## src/rtl/trap_controller.sv

```systemverilog
// Machine-mode trap entry / mret sequencer: flushes, stalls, writes mepc and
// mcause over the shared CSR write port, then issues one PC redirect.
module trap_controller #(
  parameter logic [11:0] MEPC_ADDR     = 12'h341,
  parameter logic [11:0] MCAUSE_ADDR   = 12'h342,
  parameter logic [31:0] CAUSE_ILLEGAL = 32'd2,
  parameter logic [31:0] CAUSE_ECALL   = 32'd11
) (
  input  logic        clk,
  input  logic        rst_n,
  input  logic        trap_valid,
  input  logic        illegal_ir,
  input  logic        is_ecall,
  input  logic        is_mret,
  input  logic [31:0] trap_pc,
  input  logic [31:0] mtvec,
  input  logic [31:0] mepc,
  input  logic        ex_wr_csr_n,
  input  logic [11:0] ex_csr_addr,
  input  logic [31:0] ex_csr_wdata,
  output logic        csr_wr_n,
  output logic [11:0] csr_addr,
  output logic [31:0] csr_wdata,
  output logic        flush,
  output logic        stall,
  output logic        redirect,
  output logic [31:0] redirect_pc,
  output logic        busy
);

  typedef enum logic [1:0] {IDLE, WR_EPC, WR_CAUSE, REDIRECT} state_t;

  state_t      state_q, state_d;
  logic [31:0] pc_q, cause_q;
  logic        ret_q;
  logic        is_trap, accept;

  assign is_trap = illegal_ir | is_ecall;
  assign accept  = (state_q == IDLE) && trap_valid && (is_trap || is_mret);
  assign busy    = (state_q != IDLE);

  always_ff @(posedge clk or negedge rst_n) begin
    if (!rst_n) begin
      state_q <= IDLE;
      pc_q    <= '0;
      cause_q <= '0;
      ret_q   <= 1'b0;
    end else begin
      state_q <= state_d;
      if (accept) begin
        ret_q <= ~is_trap;
        if (is_trap) begin
          pc_q    <= trap_pc;
          cause_q <= illegal_ir ? CAUSE_ILLEGAL : CAUSE_ECALL;
        end
      end
    end
  end

  // Outputs are gated by rst_n so reset values hold even with live ex_* inputs.
  always_comb begin
    state_d     = state_q;
    csr_wr_n    = 1'b1;
    csr_addr    = '0;
    csr_wdata   = '0;
    flush       = 1'b0;
    stall       = 1'b0;
    redirect    = 1'b0;
    redirect_pc = '0;
    if (rst_n) begin
      case (state_q)
        IDLE: begin
          csr_addr  = ex_csr_addr;
          csr_wdata = ex_csr_wdata;
          if (accept) begin
            // The coincident EX write belongs to a flushed instruction.
            flush   = 1'b1;
            state_d = is_trap ? WR_EPC : REDIRECT;
          end else begin
            csr_wr_n = ex_wr_csr_n;
          end
        end
        WR_EPC: begin
          csr_wr_n  = 1'b0;
          csr_addr  = MEPC_ADDR;
          csr_wdata = pc_q;
          flush     = 1'b1;
          stall     = 1'b1;
          state_d   = WR_CAUSE;
        end
        WR_CAUSE: begin
          csr_wr_n  = 1'b0;
          csr_addr  = MCAUSE_ADDR;
          csr_wdata = cause_q;
          flush     = 1'b1;
          stall     = 1'b1;
          state_d   = REDIRECT;
        end
        REDIRECT: begin
          flush       = 1'b1;
          stall       = 1'b1;
          redirect    = 1'b1;
          redirect_pc = ret_q ? {mepc[31:2], 2'b00} : {mtvec[31:2], 2'b00};
          state_d     = IDLE;
        end
        default: state_d = IDLE;
      endcase
    end
  end

endmodule
```

## config.mk

```make
export PLATFORM = sky130hd
export DESIGN_NAME = trap_controller
export DESIGN_NICKNAME = d
export VERILOG_FILES = /design/src/rtl/trap_controller.sv
export SDC_FILE = /design/constraint.sdc
export NUM_CORES = 1
export LEC_CHECK = 0
export ABC_CLOCK_PERIOD_IN_PS = 2150
export BUFFER_PORTS_ARGS = -buffer_cell sky130_fd_sc_hd__buf_4
export CAP_MARGIN = 30
export CORE_AREA = 2 2 88 90
export CTS_CLUSTER_DIAMETER = 200
export DETAILED_ROUTE_END_ITERATION = 7
export DIE_AREA = 0 0 90 92
export GPL_ROUTABILITY_DRIVEN = 0
export PLACE_DENSITY = 0.77
export SETUP_SLACK_MARGIN = 0.15
export SYNTH_ARGS = -nofsm -noshare
export SYNTH_HDL_FRONTEND = slang
export SYNTH_SLANG_ARGS = --single-unit
```

## constraint.sdc

```tcl
create_clock -name clk -period 2.15 [get_ports clk]
set_clock_uncertainty 0.05 [all_clocks]
set_input_delay 0 -clock clk [delete_from_list [all_inputs] [get_ports clk]]
set_output_delay 0 -clock clk [all_outputs]
set_load 0.01 [all_outputs]
```

# After elaboration in Yosys (flattened, before gate mapping)
# Index checks and enable logic that the tools add are counted.
# totals
reg_bits	67
output_inout_bits	81
word_cells	40
# classes
n_eq_ne	4
n_mux	21
n_bitwise	2
reduce_logical	9
# ops
cell	n
$mux 32	4
$pmux 32 s3	1
$pmux 12 s3	1
$mux 12	1
$mux 1	8
$pmux 2 s4	1
$eq 2x2->1 const B	2
$mux 2	2
$mux 4	1
$pmux 1 s2	2
$reduce_and 2->1	2
$reduce_or 3->1	1
$eq 2x1->1 const B	1
$logic_and 1x1->1	2
$logic_not 2->1	1
$ne 2x2->1 const B	1
$reduce_bool 2->1	1
$reduce_or 2->1	1
$logic_or 1x1->1	1
$not 1->1	1
$or 1x1->1	1

# Longest topological paths before layout
# depth
depth_word	6
ltp_mapped	6

# Worst setup path after synthesis
# Ideal clock, no wire load.
# synth_path
kind	register -> register
from	reg state_q[0]
to	reg pc_q[10]
setup_time_ps	125
arrival_ps	1397
required_time_ps	1975
path_slack_ps	578
stages_incl_launch_ff	6
n_path_buf	1
path_cell_list	dfrtp_1 > inv_1 > ha_1 > o211ai_4 > buf_8 > mux2_4
# synth_between
elab_chain_cells	4
# synth_rtl
item	line	rtl
from (decl)	33	state_t state_q, state_d;
from (signal assigned)	49	state_q <= state_d;
$logic_not 2->1	39	assign accept = (state_q == IDLE) && trap_valid && (is_trap || is_mret);
$logic_and 1x1->1 (2 in series)	39	
$reduce_and 2->1 (no source line)	-	
to (signal assigned)	53	pc_q <= trap_pc;
to (decl)	34	logic [31:0] pc_q, cause_q;
# Every way passes these cells.
# A chain may end at the register's enable or synchronous reset.

# Final worst setup path
# layout_path
from	reg state_q[1]
to	out csr_wdata[1]
# layout_between
elab_chain_cells	3
elab_cells_between_ends	5
# layout_rtl
item	line	rtl
$eq 2x2->1 (tied with other cells)	71	case (state_q)
$pmux 32 s3 (*)	71	
$mux 32 (*)	70	if (rst_n) begin
to (decl)	23	output logic [31:0] csr_wdata,
# Every way passes the cells marked *; elsewhere a longest branch is shown, timed or not.

==> parameters.txt <==
Parameter                              Value

Critical path
  Crit Path Category    reg2out
  Setup crit end    csr_wdata[1]
  R2R depth    5
  Worst Setup SP    state_q[1]
  Kind of start point of the critical path    register
  Ordered cell list for the critical path    inv_2 > ha_4 > buf_8 > a222oi_1 > nor2_1 > buf_4
  Arr. time, crit path    1770 ps
  Crit Reg-Reg Endpoint    pc_q[0]
  Startpoint of the lowest-slack register-to-register path    state_q[1]
  Slowest stage cell on the critical path    dfrtp_1
  Minimum setup slack among reg-to-reg paths    roughly 470 ps
  Required time at the worst-slack endpoint    2100 ps
  Endpoint class of the critical path    output pin
  Stage delay of the slowest cell on the critical path    roughly 400 ps
  Peak fanout along the critical path    30

Global routing
  Vias in the first global route    3,150
  Initial antenna violation count    0
  Maximum number of pins on one net before global-route repair    36
  Global-route congestion overflow total    0
  Global-route total usage across every layer    0.2305
  Wire length of the first global-routing pass    15,460 um

Placement
  Place WS    389.5 ps
  Placed instance count    roughly 580
  Total of buffers placed on input and output ports    about 220
  Detailed placement HPWL    roughly 7300 um

Power
  Part of the power in registers    0.250
  Power share of the combinational group    0.638
  Static Leakage    approximately 2.6 nW
  Worst-case vdd ir drop    roughly 0.00067 V
  Pwr/cell area    1063 nW/um^2
  Power consumption    between 0.005 and 0.006 W
  Sw Ratio    0.3874
  Design internal power    ~0.0032 W
  Switching power summed over all nets    0.002001 W
  Clock network fraction of total power    0.113

Yosys
  Synthesis-stage register bit count    37
  Most frequent cell after synthesis    nor2_1
  Prevailing post-synth register cell    dfrtp_1
  Synth top area share    0.3509
  Cell Area, Synth    2639 sq um
  Most used standard cells in the synthesized netlist    nor2_1 (68), dfrtp_1 (37), mux2i_1 (33)
  Cells after Synth    268
  Async SR Flop Fraction    1.000
  Number of distinct library cells after synthesis    25
  Leading area contributor after synthesis    dfrtp_1
  Number of synthesis warnings    0
  EDFF count, synth    0
  Fraction of the yosys area taken by sequential cells    0.3509
  Top cells by area in the synthesized netlist    dfrtp_1 (35%), mux2_4 (15%), mux2i_1 (13%)
  Post-Syn Area per Cell    between 9 and 10 sq um

Worst hold path
  Min-Delay Path Depth    3
  Hold WC Path Type    in2reg

Clock tree
  Number of CTS-inserted buffers    5
  H-tree Lvls    2
  Setup repair bufs after CTS    0
  Clock root cell    clkbuf_8
  Clk slew on worst S/H paths    around 70 ps
  Maximum buffer depth of the clock tree    2
  TritonCTS clock tree    done
  Number of clock sinks    37
  Clk_lat worst skew    280 ps

STA
  Post-layout minimum cycle time    around 1800 ps
  Final count of pins violating max slew    0
  Min Hold Slack    28.97 ps
  Hold Violations, Final    0
  Sum Neg Setup Slack    0 ps
  Peak clock frequency supported by timing    0.5487 GHz
  Number of failing setup endpoints in the final timing report    0
  Worst slew pin tran    500.9 ps
  Relative slew slack    0.6661
  Worst path setup slack after routing    327.4 ps
  Unrepaired setup endpoints after global routing    no
  Crit share post-route    0.8477

Drt
  1st-pass router iterations    5
  Vias/cell    4.947
  Per-cell routed wire length    16.03 um
  Number of DRC markers after the initial detailed-route iteration    107
  Drt total wl    between 9000 and 10,000 um
  DRC viols    0
  Detailed-route via count    between 3k and 4k
  Post-route antenna net violation count    0

Status
  Run status    completed

Floorplan
  Row count    32
  Core area    7447 sq um
  # IOs    roughly 230
  Initial standard-cell utilization of the core    0.3543
  Width of the die    ~90 um
  Full die area    8280 sq um
  Die outline height    92 um

Run
  Maximum capacitance violations    0

Cells and area
  Ant diodes    0
  Share of cells above drive strength 1    0.5328
  Area added between synthesis and finish    84.07%
  Layout net count    between 600 and 700
  Finished Layout Cells    620
## repair_timing
item / in CTS / in global routing
endpoints found under the hold margin: 71 / 0
resized for setup: 1 / 7
hold buffers: 36 / 0
pin swaps: 0 / 0
setup endpoints to repair: 2 / 32
## layout by cell type (no fill, tap or decap)
cell and instances:
inv_2 2, a31oi_1 4, buf_8 1, mux2_4 27, nor4_1 1, ha_4 2, ha_1 3, dfrtp_2 1
mux2_2 5, clkinv_2 1, o211ai_4 1, nand2_1 3, dlygate4sd3_1 36, a21oi_1 5, bufinv_16 1, a22oi_1 29
dfrtp_1 36, a222oi_1 3, nor2_1 68, mux2i_1 33, a21boi_1 1, inv_1 4, buf_4 230, and3_1 7
nand3_1 3, nand2b_1 2, o21a_1 1, clkbuf_8 5, conb_1 2, o31a_1 1
## area by class of cell
class / instances / area [sq um]
clock inverters: 2 / 35.03
clock buffers: 5 / 68.82
flip-flops and latches: 37 / 927.1
fillers: 575 / 2590
inverters: 6 / 22.52
multi-input cells: 201 / 1574
well taps: 102 / 127.6
repair buffers: 267 / 2102
## worst max-delay path, delay by kind of cell (launching register included)
kind	cells	cell delay [ps]
buffers and inverters	3	450
DFF	1	400
adders and majority gates	1	210
AOI/OAI and AO/OA	1	330
and+or+nand+nor	1	90
## cells by family after synthesis
group           after synthesis  synth area share
simple gates                 84            0.1304
flops                        37            0.3509
other cells                   1          0.001421
compound gates               45            0.1299
mux                          65            0.3001
buf+inv                      31           0.06353
fa+ha+maj                     5           0.02371
## worst min path at each step
stage               startpoint    endpoint  slack [ps]
finish                is_ecall  cause_q[0]          30
global route          is_ecall  cause_q[0]          60
CTS                   is_ecall  cause_q[0]          20
detailed placement       rst_n    pc_q[15]        -130
global placement         rst_n    pc_q[15]        -130
floorplan                rst_n  cause_q[0]        -350
## registers in the layout, summed over array words and instances (netlist names)
signal	cells
pc_q	32
cause_q	2
state_q	2
ret_q	1
## power by group through the flow
stage	combinational, W	sequential, W	clock, W
finish	0.00329	0.00129	0.000581
global route	0.00358	0.00133	0.000619
CTS	0.00323	0.00127	0.000594
detailed placement	0.00316	0.00127	0
global placement	0.00305	0.00128	0
floorplan	0.00206	0.00120	0
## through the flow
step                      instance area (sq um)    util
after CTS                                  4830  0.6485
after floorplan                            2643       -
after detailed placement                   4362  0.5857
final                                      4857  0.6522
after global placement                     4362  0.5857
after global routing                       4857  0.6522
## routing by layer
layer	share of wire	vias up	global-route usage
met5	0	-	0
met4	0.023	0	0.08462
met3	0.072	22	0.06081
met2	0.54	151	0.4436
met1	0.36	1451	0.2389
li1	-	1443	-
Note: power is estimated with default switching activity, not from simulation.
